--- src/rtl/channel_pkg.sv ---
// Shared definitions for the channel-program sequencer: CCW layout, device status bits,
// end-reason codes and FSM state encodings.
package channel_pkg;

    localparam int unsigned CcwCmdLsb   = 0;
    localparam int unsigned CcwFlagsLsb = 8;
    localparam int unsigned CcwCountLsb = 16;
    localparam int unsigned CcwAddrLsb  = 32;

    // Bit positions within the CCW flags byte
    localparam int unsigned FlagCc  = 6;
    localparam int unsigned FlagSli = 5;

    localparam logic [7:0] StsUnitExc    = 8'h01;
    localparam logic [7:0] StsUnitCheck  = 8'h02;
    localparam logic [7:0] StsModifier   = 8'h40;
    localparam logic [7:0] StsChanDevEnd = 8'h0C;

    localparam logic [2:0] ErrOk       = 3'd0;
    localparam logic [2:0] ErrFetch    = 3'd1;
    localparam logic [2:0] ErrCc       = 3'd2;
    localparam logic [2:0] ErrUnit     = 3'd3;
    localparam logic [2:0] ErrLimit    = 3'd4;
    localparam logic [2:0] ErrWatchdog = 3'd5;
    localparam logic [2:0] ErrAbort    = 3'd6;

    typedef enum logic [3:0] {
        StIdle,
        StFetchAr,
        StFetchR,
        StLoad,
        StStart,
        StArm,
        StRun,
        StEval,
        StEnd
    } seq_state_e;

    typedef enum logic [1:0] {
        FetchIdle,
        FetchAddr,
        FetchData
    } fetch_state_e;

    // Status modifier skips the next CCW; wraps modulo 2^32
    function automatic logic [31:0] next_ccw_addr(input logic [31:0] addr,
                                                  input logic [7:0]  status);
        return addr + (((status & StsModifier) != 8'h00) ? 32'd16 : 32'd8);
    endfunction

endpackage

--- src/rtl/ccw_fetch.sv ---
// Single-beat AXI read engine for CCW fetches; req launches one read of addr and the
// response is reported for one cycle as {rsp_data, rsp_err}.
module ccw_fetch
    import channel_pkg::*;
(
    input  logic        aclk,
    input  logic        aresetn,
    input  logic        req,
    input  logic [31:0] addr,
    output logic        rsp_valid,
    output logic [63:0] rsp_data,
    output logic        rsp_err,
    output logic [31:0] mem_araddr,
    output logic        mem_arvalid,
    input  logic        mem_arready,
    input  logic [63:0] mem_rdata,
    input  logic [1:0]  mem_rresp,
    input  logic        mem_rvalid,
    output logic        mem_rready
);

    fetch_state_e state_q, state_d;

    always_ff @(posedge aclk or negedge aresetn) begin
        if (!aresetn) begin
            state_q <= FetchIdle;
        end else begin
            state_q <= state_d;
        end
    end

    always_comb begin
        state_d = state_q;
        case (state_q)
            FetchIdle: if (req)         state_d = FetchAddr;
            FetchAddr: if (mem_arready) state_d = FetchData;
            FetchData: if (mem_rvalid)  state_d = FetchIdle;
            default:                    state_d = FetchIdle;
        endcase
    end

    // addr is held stable by the caller for the whole transaction
    assign mem_arvalid = (state_q == FetchAddr);
    assign mem_araddr  = mem_arvalid ? addr : 32'h0;
    assign mem_rready  = (state_q == FetchData);

    // rresp[1] set means SLVERR or DECERR; EXOKAY is treated as OKAY
    assign rsp_valid = mem_rready && mem_rvalid;
    assign rsp_data  = mem_rdata;
    assign rsp_err   = mem_rresp[1];

    logic unused_rresp;
    assign unused_rresp = mem_rresp[0];

endmodule

--- src/rtl/ccw_chain_sequencer.sv ---
// Channel-program sequencer: fetches CCWs, drives the channel datapath and follows command
// chaining. Optional per-CCW watchdog enabled by defining SEQ_WATCHDOG_EN.
module ccw_chain_sequencer
    import channel_pkg::*;
#(
    parameter int unsigned START_WINDOW   = 16,
    parameter int unsigned MAX_CCWS       = 256,
    parameter int unsigned TIMEOUT_CYCLES = 2**24
) (
    input  logic        aclk,
    input  logic        aresetn,
    input  logic        seq_start,
    input  logic        seq_abort,
    input  logic [31:0] seq_addr,
    output logic        seq_busy,
    output logic        seq_done,
    output logic [2:0]  seq_error,
    output logic [31:0] seq_ccw_addr,
    output logic [15:0] seq_ccw_index,
    output logic [31:0] mem_araddr,
    output logic        mem_arvalid,
    input  logic        mem_arready,
    input  logic [63:0] mem_rdata,
    input  logic [1:0]  mem_rresp,
    input  logic        mem_rvalid,
    output logic        mem_rready,
    output logic [7:0]  ccw_command,
    output logic [15:0] ccw_count,
    output logic [31:0] ccw_data_addr,
    output logic        channel_start,
    input  logic        channel_active,
    input  logic [1:0]  channel_condition_code,
    input  logic [7:0]  status_tdata,
    input  logic        status_tvalid
);

    localparam int unsigned ArmW = $clog2(START_WINDOW) + 1;

    seq_state_e  state_q, state_d;
    logic [31:0] addr_q, addr_d;
    logic [15:0] index_q, index_d;
    logic [2:0]  error_q, error_d;
    logic [7:0]  status_q, status_d;
    logic        abort_q, abort_d;
    logic [ArmW-1:0] arm_q, arm_d;
    logic [63:0] word_q, word_d;
    logic [7:0]  command_q, command_d;
    logic [15:0] count_q, count_d;
    logic [31:0] data_addr_q, data_addr_d;

    logic        fetch_req, rsp_valid, rsp_err, wd_expired, cc_flag;
    logic [63:0] rsp_data;

    ccw_fetch u_fetch (
        .aclk        (aclk),
        .aresetn     (aresetn),
        .req         (fetch_req),
        .addr        (addr_q),
        .rsp_valid   (rsp_valid),
        .rsp_data    (rsp_data),
        .rsp_err     (rsp_err),
        .mem_araddr  (mem_araddr),
        .mem_arvalid (mem_arvalid),
        .mem_arready (mem_arready),
        .mem_rdata   (mem_rdata),
        .mem_rresp   (mem_rresp),
        .mem_rvalid  (mem_rvalid),
        .mem_rready  (mem_rready)
    );

    assign cc_flag = word_q[CcwFlagsLsb + FlagCc];

    always_ff @(posedge aclk or negedge aresetn) begin
        if (!aresetn) begin
            state_q     <= StIdle;
            addr_q      <= '0;
            index_q     <= '0;
            error_q     <= ErrOk;
            status_q    <= '0;
            abort_q     <= 1'b0;
            arm_q       <= '0;
            word_q      <= '0;
            command_q   <= '0;
            count_q     <= '0;
            data_addr_q <= '0;
        end else begin
            state_q     <= state_d;
            addr_q      <= addr_d;
            index_q     <= index_d;
            error_q     <= error_d;
            status_q    <= status_d;
            abort_q     <= abort_d;
            arm_q       <= arm_d;
            word_q      <= word_d;
            command_q   <= command_d;
            count_q     <= count_d;
            data_addr_q <= data_addr_d;
        end
    end

    always_comb begin
        state_d     = state_q;
        addr_d      = addr_q;
        index_d     = index_q;
        error_d     = error_q;
        status_d    = status_q;
        abort_d     = abort_q | (seq_abort & (state_q != StIdle));
        arm_d       = arm_q;
        word_d      = word_q;
        command_d   = command_q;
        count_d     = count_q;
        data_addr_d = data_addr_q;
        fetch_req   = 1'b0;
        case (state_q)
            StIdle: begin
                // A coincident abort is dropped: abort_d is cleared here
                if (seq_start) begin
                    addr_d    = seq_addr;
                    index_d   = '0;
                    error_d   = ErrOk;
                    status_d  = '0;
                    abort_d   = 1'b0;
                    fetch_req = 1'b1;
                    state_d   = StFetchAr;
                end
            end
            StFetchAr: if (mem_arvalid && mem_arready) state_d = StFetchR;
            StFetchR: begin
                if (rsp_valid) begin
                    if (rsp_err) begin
                        error_d = ErrFetch;
                        state_d = StEnd;
                    end else begin
                        word_d  = rsp_data;
                        state_d = StLoad;
                    end
                end
            end
            StLoad: begin
                command_d   = word_q[CcwCmdLsb +: 8];
                count_d     = word_q[CcwCountLsb +: 16];
                data_addr_d = word_q[CcwAddrLsb +: 32];
                // Fresh status per CCW so a stale modifier cannot skip a later CCW
                status_d    = '0;
                state_d     = StStart;
            end
            StStart: begin
                arm_d   = '0;
                state_d = StArm;
            end
            StArm: begin
                if (channel_active) begin
                    state_d = StRun;
                end else if (arm_q == ArmW'(START_WINDOW - 1)) begin
                    if (channel_condition_code != 2'b00) begin
                        error_d = ErrCc;
                        state_d = StEnd;
                    end else begin
                        state_d = StEval;
                    end
                end else begin
                    arm_d = arm_q + ArmW'(1);
                end
            end
            StRun: begin
                if (status_tvalid) status_d = status_tdata;
                if (!channel_active) state_d = StEval;
            end
            StEval: begin
                index_d = index_q + 16'd1;
                if ((status_q & (StsUnitCheck | StsUnitExc)) != 8'h00) begin
                    error_d = ErrUnit;
                    state_d = StEnd;
                end else if (abort_q) begin
                    error_d = ErrAbort;
                    state_d = StEnd;
                end else if (!cc_flag) begin
                    error_d = ErrOk;
                    state_d = StEnd;
                end else if (index_d == 16'(MAX_CCWS)) begin
                    error_d = ErrLimit;
                    state_d = StEnd;
                end else begin
                    addr_d    = next_ccw_addr(addr_q, status_q);
                    fetch_req = 1'b1;
                    state_d   = StFetchAr;
                end
            end
            StEnd:   state_d = StIdle;
            default: state_d = StIdle;
        endcase
        if (wd_expired) begin
            error_d = ErrWatchdog;
            state_d = StEnd;
        end
    end

`ifdef SEQ_WATCHDOG_EN
    localparam int unsigned WdW = $clog2(TIMEOUT_CYCLES) + 1;
    logic [WdW-1:0] wd_q, wd_d;

    always_ff @(posedge aclk or negedge aresetn) begin
        if (!aresetn) begin
            wd_q <= '0;
        end else begin
            wd_q <= wd_d;
        end
    end

    always_comb begin
        wd_d = wd_q;
        if (state_q == StStart) begin
            wd_d = '0;
        end else if (state_q == StArm || state_q == StRun) begin
            wd_d = wd_q + WdW'(1);
        end
    end

    // The channel itself is left running; software owns its recovery
    assign wd_expired = (state_q == StArm || state_q == StRun) &&
                        (wd_q == WdW'(TIMEOUT_CYCLES - 1));
`else
    assign wd_expired = 1'b0;

    logic unused_timeout;
    assign unused_timeout = ^TIMEOUT_CYCLES;
`endif

    logic unused_misc;
    assign unused_misc = ^{word_q[CcwFlagsLsb +: 8], FlagSli, StsChanDevEnd};

    assign seq_busy      = (state_q != StIdle) && (state_q != StEnd);
    assign seq_done      = (state_q == StEnd);
    assign seq_error     = error_q;
    assign seq_ccw_addr  = addr_q;
    assign seq_ccw_index = index_q;
    assign ccw_command   = command_q;
    assign ccw_count     = count_q;
    assign ccw_data_addr = data_addr_q;
    assign channel_start = (state_q == StStart);

endmodule

--- config.mk ---
export PLATFORM = sky130hd
export DESIGN_NAME = ccw_chain_sequencer
export DESIGN_NICKNAME = d
export VERILOG_FILES = /design/src/rtl/channel_pkg.sv /design/src/rtl/ccw_fetch.sv /design/src/rtl/ccw_chain_sequencer.sv
export SDC_FILE = /design/constraint.sdc
export NUM_CORES = 1
export LEC_CHECK = 0
export ABC_AREA = 1
export CAP_MARGIN = 20
export CORE_MARGIN = 10
export CORE_UTILIZATION = 45
export CTS_CLUSTER_SIZE = 40
export DETAILED_ROUTE_END_ITERATION = 12
export PLACE_DENSITY = 0.86
export SYNTH_ARGS = -nofsm -noshare
export SYNTH_HDL_FRONTEND = slang
export SYNTH_HIERARCHICAL = 1
export SYNTH_SLANG_ARGS = --single-unit
--- constraint.sdc ---
create_clock -name aclk -period 3.9 [get_ports aclk]
set_clock_uncertainty 0.05 [all_clocks]
set_input_delay 0.39 -clock aclk [delete_from_list [all_inputs] [get_ports aclk]]
set_output_delay 0.39 -clock aclk [all_outputs]
set_load 0.01 [all_outputs]
==> impl_metrics.xml <==
<?xml version="1.0" encoding="UTF-8"?>
<metrics>
  <group name="worst_hold_path">
    <metric name="hold_wc_path_type" unit="">reg2reg</metric>
    <metric name="timing.hold.worst.start" unit="">ccw_data_addr[12]$_DFFE_PN0P_</metric>
    <metric name="hold_path_depth" unit="">2</metric>
    <metric name="worstHoldEndpoint" unit="">ccw_data_addr[12]$_DFFE_PN0P_</metric>
  </group>
  <group name="clocking">
    <metric name="clock_tree.buffer_depth" unit="">2</metric>
    <metric name="clkSlewWorstSetupHoldPaths" unit="ns">0.07</metric>
    <metric name="cts_tree" unit="">done</metric>
    <metric name="clock_tree.htree_level_count" unit="">4</metric>
    <metric name="cts_buffers" unit="">17</metric>
    <metric name="cts_root_buffer" unit="">clkbuf_16</metric>
    <metric name="clock_insertion_delay_worst_skew" unit="ns">0.43</metric>
    <metric name="cts.sinks" unit="">179</metric>
    <metric name="post_cts_setup_buffer_count" unit="">0</metric>
  </group>
  <group name="timing">
    <metric name="setup_ws" unit="ns">0.942</metric>
    <metric name="finalMaxSlewViolations" unit="">0</metric>
    <metric name="setup_violations" unit="">0</metric>
    <metric name="min_period_over_period" unit="%">75.9</metric>
    <metric name="maxClockFrequency" unit="GHz">0.338</metric>
    <metric name="grt_setup_unrepaired" unit="">no</metric>
    <metric name="maxSlewHeadroom" unit="%">40.2</metric>
    <metric name="max_slew.worst_pin.slew" unit="ns">0.898</metric>
    <metric name="fin_setup_tns" unit="ns">0</metric>
    <metric name="final_critical_delay_including_setup_and_external_delays" unit="ns">2.96</metric>
    <metric name="hold_fails_final_rpt" unit="">0</metric>
  </group>
  <group name="worst_setup_path">
    <metric name="worst_ep_required_time" unit="ns">4.16</metric>
    <metric name="regToRegStartpoint" unit="">state_q[0]$_DFFE_PN0P_</metric>
    <metric name="cp_cell_sequence" unit="">nor2_2, inv_2, nor2_4, inv_2, nor2_4, inv_2, nand2_2, nand2_1, inv_2, nand2_2, nand2_1, nand2_1</metric>
    <metric name="critPathArrivalTime" unit="ns">3.22</metric>
    <metric name="worstPathMaxFanout" unit="">30</metric>
    <metric name="critical_path.endpoint_type" unit="">register</metric>
    <metric name="cp_class" unit="">reg2reg</metric>
    <metric name="rrSetupSlack" unit="ns">0.94</metric>
    <metric name="critical_path.max_stage_delay" unit="ns">0.51</metric>
    <metric name="worst-r2r-cell-count" unit="">12</metric>
    <metric name="critical_path.most_common_cell" unit="">inv_2</metric>
    <metric name="capture_point_of_the_worst_reg_to_reg_path" unit="">seq_ccw_addr[24]$_DFFE_PN0P_</metric>
    <metric name="critical_path.startpoint_type" unit="">register</metric>
    <metric name="critical_path.slowest_cell" unit="">nand2_2</metric>
  </group>
  <group name="power">
    <metric name="power.static_leakage" unit="nW">5.97</metric>
    <metric name="powerDensity" unit="nW/um^2">629</metric>
    <metric name="vdd_drop_max" unit="uV">307</metric>
    <metric name="post-layout-total-power" unit="mW">7.75</metric>
  </group>
  <group name="job">
    <metric name="maxCapViolations" unit="">0</metric>
  </group>
  <group name="cells_and_area">
    <metric name="finalNetCount" unit="">1487</metric>
    <metric name="n_fill_cell" unit="">1746</metric>
    <metric name="mostFrequentLayoutCell" unit="">nand2_1</metric>
    <metric name="final_cell_count_no_fill" unit="">1649</metric>
    <metric name="mostFrequentLayoutCells" unit="">nand2_1 (397), clkdlybuf4s50_1 (245), dfrtp_1 (179), inv_1 (123), nor2_1 (75)</metric>
    <metric name="syn_to_final_growth" unit="%">30.2</metric>
    <metric name="final_layout_size_suffix_gt1_share" unit="%">9.87</metric>
  </group>
  <group name="floorplanning">
    <metric name="initial_utilization" unit="%">46.2</metric>
    <metric name="die_x" unit="microns">165</metric>
    <metric name="rows" unit="">52</metric>
    <metric name="floorplan.die_area" unit="sq um">27200</metric>
    <metric name="floorplan_core_area" unit="sq um">20500</metric>
    <metric name="ios" unit="">260</metric>
    <metric name="die-height" unit="microns">165</metric>
  </group>
  <group name="logic_synthesis">
    <metric name="syn_area_per_cell" unit="sq um">7.95</metric>
    <metric name="synth_area" unit="sq um">9470</metric>
    <metric name="synthesis.yosys.warnings" unit="">6</metric>
    <metric name="synth_nets" unit="">1313</metric>
    <metric name="cell_count_after_synthesis" unit="">1191</metric>
  </group>
  <group name="route">
    <metric name="route.antenna.remaining_nets" unit="">0</metric>
    <metric name="drt_iter0_markers" unit="">449</metric>
    <metric name="drt-vias-per-instance" unit="">4.92</metric>
    <metric name="pre_antenna_drt_iters" unit="">5</metric>
    <metric name="avgRoutedWirePerCell" unit="microns">15.7</metric>
    <metric name="drc_errors" unit="">0</metric>
    <metric name="num_vias" unit="">8107</metric>
    <metric name="postRouteWirelength" unit="mm">25.8</metric>
  </group>
  <group name="placed_design">
    <metric name="placed_cells" unit="">1615</metric>
    <metric name="gp_congestion" unit="">0.893</metric>
    <metric name="port_buffers" unit="">246</metric>
    <metric name="detailed_place_hpwl" unit="mm">19.0</metric>
    <metric name="post-place-ws" unit="ns">0.891</metric>
  </group>
  <group name="grt">
    <metric name="vias_in_the_first_global_route" unit="">8225</metric>
    <metric name="overall_overflow_remaining_after_global_route" unit="">0</metric>
    <metric name="grt_pass1_wl" unit="mm">41.4</metric>
    <metric name="grt_antenna_before_repair" unit="">1</metric>
    <metric name="grt_max_degree" unit="">84</metric>
    <metric name="global_router_s_overall_resource_usage" unit="%">18.9</metric>
  </group>
  <group name="status">
    <metric name="outcome" unit="">finished clean</metric>
  </group>
</metrics>
## critical path, delay by kind of cell, from the launching register on
kind,cells,cell delay (ns)
buffers and inverters,4,0.72
DFF,1,0.47
and+or+nand+nor,8,1.58
## metrics by stage
stage | instance area [sq um] | hold WS (ns) | utilization [%]
4_1_cts | 12300 | 0.417 | 60.1
6_report | 12300 | 0.421 | 60.1
3_5_place_dp | 11700 | 0.408 | 57.0
3_3_place_gp | 11700 | 0.401 | 57.0
2_1_floorplan | 9470 | 0.0444 | -
5_1_grt | 12300 | 0.443 | 60.1
## layer usage
metal	GRT usage, %	wire, microns	vias up
li1	-	-	4016
met1	22.3	10500	3778
met2	30.7	12000	293
met3	8.22	2990	20
met4	4.91	308	0
met5	0	0	-
## what timing repair did
| action | 4_1_cts | 5_1_grt |
|---|---|---|
| gates resized for setup | 0 | 0 |
| setup endpoints to repair | 0 | 0 |
| hold endpoints to repair | 70 | 0 |
| hold buffers | 1 | 0 |
## flip-flops by register name, summed over array words and instances, names as in the netlist
name and cells:
abort_q 1, arm_q 5, ccw_command 8, ccw_count 16, ccw_data_addr 32, seq_ccw_addr 32
seq_ccw_index 16, seq_error 3, state_q 4, status_q 3, u_fetch/state_q 2, word_q 57
## cell type report
cell class | count | area, sq um | area share, %
Sequential cell | 179 | 4480 | 36.4
Multi-Input combinational cell | 783 | 3850 | 31.3
Timing Repair Buffer | 254 | 2540 | 20.6
Inverter | 130 | 488 | 3.96
Clock buffer | 17 | 425 | 3.45
Tap cell | 270 | 338 | 2.74
Clock inverter | 15 | 195 | 1.58
Antenna cell | 1 | 2.50 | 0.0203
## worst max path at each step
stage | end | slack, ns | start
after global placement | seq_ccw_addr[19]$_DFFE_PN0P_ | 0.97 | seq_start
final | seq_ccw_addr[24]$_DFFE_PN0P_ | 0.94 | state_q[0]$_DFFE_PN0P_
after CTS | seq_ccw_addr[4]$_DFFE_PN0P_ | 0.96 | state_q[0]$_DFFE_PN0P_
after global routing | u_fetch/state_q[0]$_DFFE_PN0P_ | 0.70 | state_q[0]$_DFFE_PN0P_
after floorplan | seq_ccw_addr[19]$_DFFE_PN0P_ | 1.79 | status_q[6]$_DFFE_PN0P_
after detailed placement | seq_ccw_addr[4]$_DFFE_PN0P_ | 0.89 | seq_start
## power breakdown
part | switching [mW] | total (mW) | leakage (nW) | internal (mW)
registers | 0.538 | 3.03 | 2.29 | 2.50
clock network | 0.873 | 1.76 | 0.301 | 0.882
logic | 1.58 | 2.96 | 3.37 | 1.39
(Power assumes the default switching activity.)
==> variant: new RTL, same settings <==
Register the output `ccw_count` once more; this adds one clock of latency there. The other outputs are not delayed to match.
--- a/src/rtl/ccw_chain_sequencer.sv
+++ b/src/rtl/ccw_chain_sequencer.sv
@@ -236,5 +236,7 @@
     assign seq_ccw_index = index_q;
     assign ccw_command   = command_q;
-    assign ccw_count     = count_q;
+    always_ff @(posedge aclk) begin
+        ccw_count <= count_q;
+    end
     assign ccw_data_addr = data_addr_q;
     assign channel_start = (state_q == StStart);
Check against the original RTL: no difference found for any inputs over 4 cycles, from zero or initial values and one cycle with aresetn low; that may be too few to reach the edited logic, so the function may still have changed.
==> variant against the unedited design <==
The run now ends with hold timing left. Power grew 8.6%. Critical path depth shrank 2. Combinational power grew 14%. Sequential power grew 11%. Fmax shrank 0.28%. Area after synthesis grew 1.3%. Setup slack lost 0.0084 ns. Design area grew 0.79%. Routed wire length shrank 3.0%. Sequential cell count grew 16. Highest routed layer unchanged.
==> variant: results (changes against the unedited design) <==
| Metric | Value |
|---|---|
| Leak pwr | 5.984 nW (+0.28%) |
| DR WL/cell | 15.70 um (+0.21%) |
| Largest net degree at the start of global routing | 95 (+13%) |
| Reg2Reg Depth | 10 (-2) |
| Clock buf/inv share | 0.04564 (-0.004728) |
| Buffering overhead | 0.2032 (-0.002828) |
| Slowest stage delay, CP | 0.56 ns (+0.05 ns) |
| Share of layout cells above drive strength 1 | 0.1097 (+0.01099) |
| Total GRT Usage | 0.1790 (-0.009629) |
| Routability Congestion | 0.8548 (-4.3%) |
| Vias in the first global route | 8126 (-1.2%) |
| IO buf count | 246 (unchanged) |
| R2r endpoint | seq_ccw_addr[14]$_DFFE_PN0P_ |
| Failing checks | hold timing |
| ANT cells | 0 (-1) |
| Initial drt markers | 418 (-6.9%) |
| Final nets | 1431 (-3.8%) |
| Slew headroom | 0.2882 (-0.1134) |
| Yosys warning count | 6 (unchanged) |
| Vias per cell | 4.941 (+0.49%) |
| Sequential fraction of total cell area | 0.3865 (+0.02293) |
| DP Area | 11850 um^2 (+1.4%) |
| Via count | 7890 (-2.7%) |
| First-pass GRT wire length | 41.16 mm (-0.70%) |
| Pre-CTS WS | 0.9216 ns (+0.03097 ns) |
| Multi-input combinational area share | 0.3068 (-0.006086) |
| Status | finished with violations |
| Number of non-clock inverters in the layout | 100 (-23%) |
| Final hold slack | -0.01848 ns (-0.4391 ns) |
| Seq Cell Count | 195 (+8.9%) |
| Hold Crit Class | input pin to asynchronous set/reset pin |
| Crit. Startpoint | state_q[3]$_DFFE_PN0P_ |
| CP arrival | 3.27 ns (+0.05 ns) |
| First drt pass iteration count | 6 (+1) |
| Multi-input gates | 741 (-5.4%) |
| Worst Path Max Fanout | 43 (+43%) |
| Die Span X | 166.0 um (+0.58%) |
| Fin. Hold Viols | 24 (+24) |
| FILL cells | 1827 (+4.6%) |
| Post-DP HPWL | 18.68 mm (-1.7%) |
| Clk root buf | clkbuf_16 |
[variant: changes by cell type in the layout (fill, tap and decap cells not counted), sizes merged, moves of 11 or more]
cell   delta
a21oi    -17
o21ai    -12
mux2     +16
inv      -31
nand3    -32
nor2     -12
mux2i    +11
dfxtp    +16
[variant: how the worst min path moves through the flow]
stage | to | slack (ns) | depth (start not counted) | start
3_3_place_gp | ccw_count[8]$_DFF_P_ | 0.30 | 0 | count_q[8]$_DFFE_PN0P_
5_1_grt | word_q[28]$_DFFE_PN0P_ | 0.04 | 1 | aresetn
3_5_place_dp | ccw_count[2]$_DFF_P_ | 0.30 | 0 | count_q[2]$_DFFE_PN0P_
6_report | word_q[28]$_DFFE_PN0P_ | -0.02 | 1 | aresetn
2_1_floorplan | abort_q$_DFF_PN0_ | 0.04 | 0 | aresetn
4_1_cts | word_q[28]$_DFFE_PN0P_ | 0.02 | 1 | aresetn
[variant: power by group]
part           switching [mW]  leakage (nW)  internal, mW  total (mW)
combinational            1.74          3.23          1.63        3.36
sequential              0.608          2.48          2.76        3.37
clock                   0.842         0.279         0.851        1.69
total                    3.19          5.98          5.24        8.42
[variant: stage by stage]
step | total power, mW | hold WS [ns]
6_report | 8.422 | -0.01848
2_1_floorplan | 5.146 | 0.04441
4_1_cts | 8.527 | 0.01526
3_5_place_dp | 6.810 | 0.3030
5_1_grt | 9.046 | 0.03569
3_3_place_gp | 6.655 | 0.3042
[variant: metal layers]
metal,up-vias,part of all wire,GRT usage
li1,3851,-,-
met3,28,0.099,0.07525
met4,0,0.015,0.05200
met1,3742,0.40,0.2006
met2,269,0.49,0.3043
met5,-,0,0
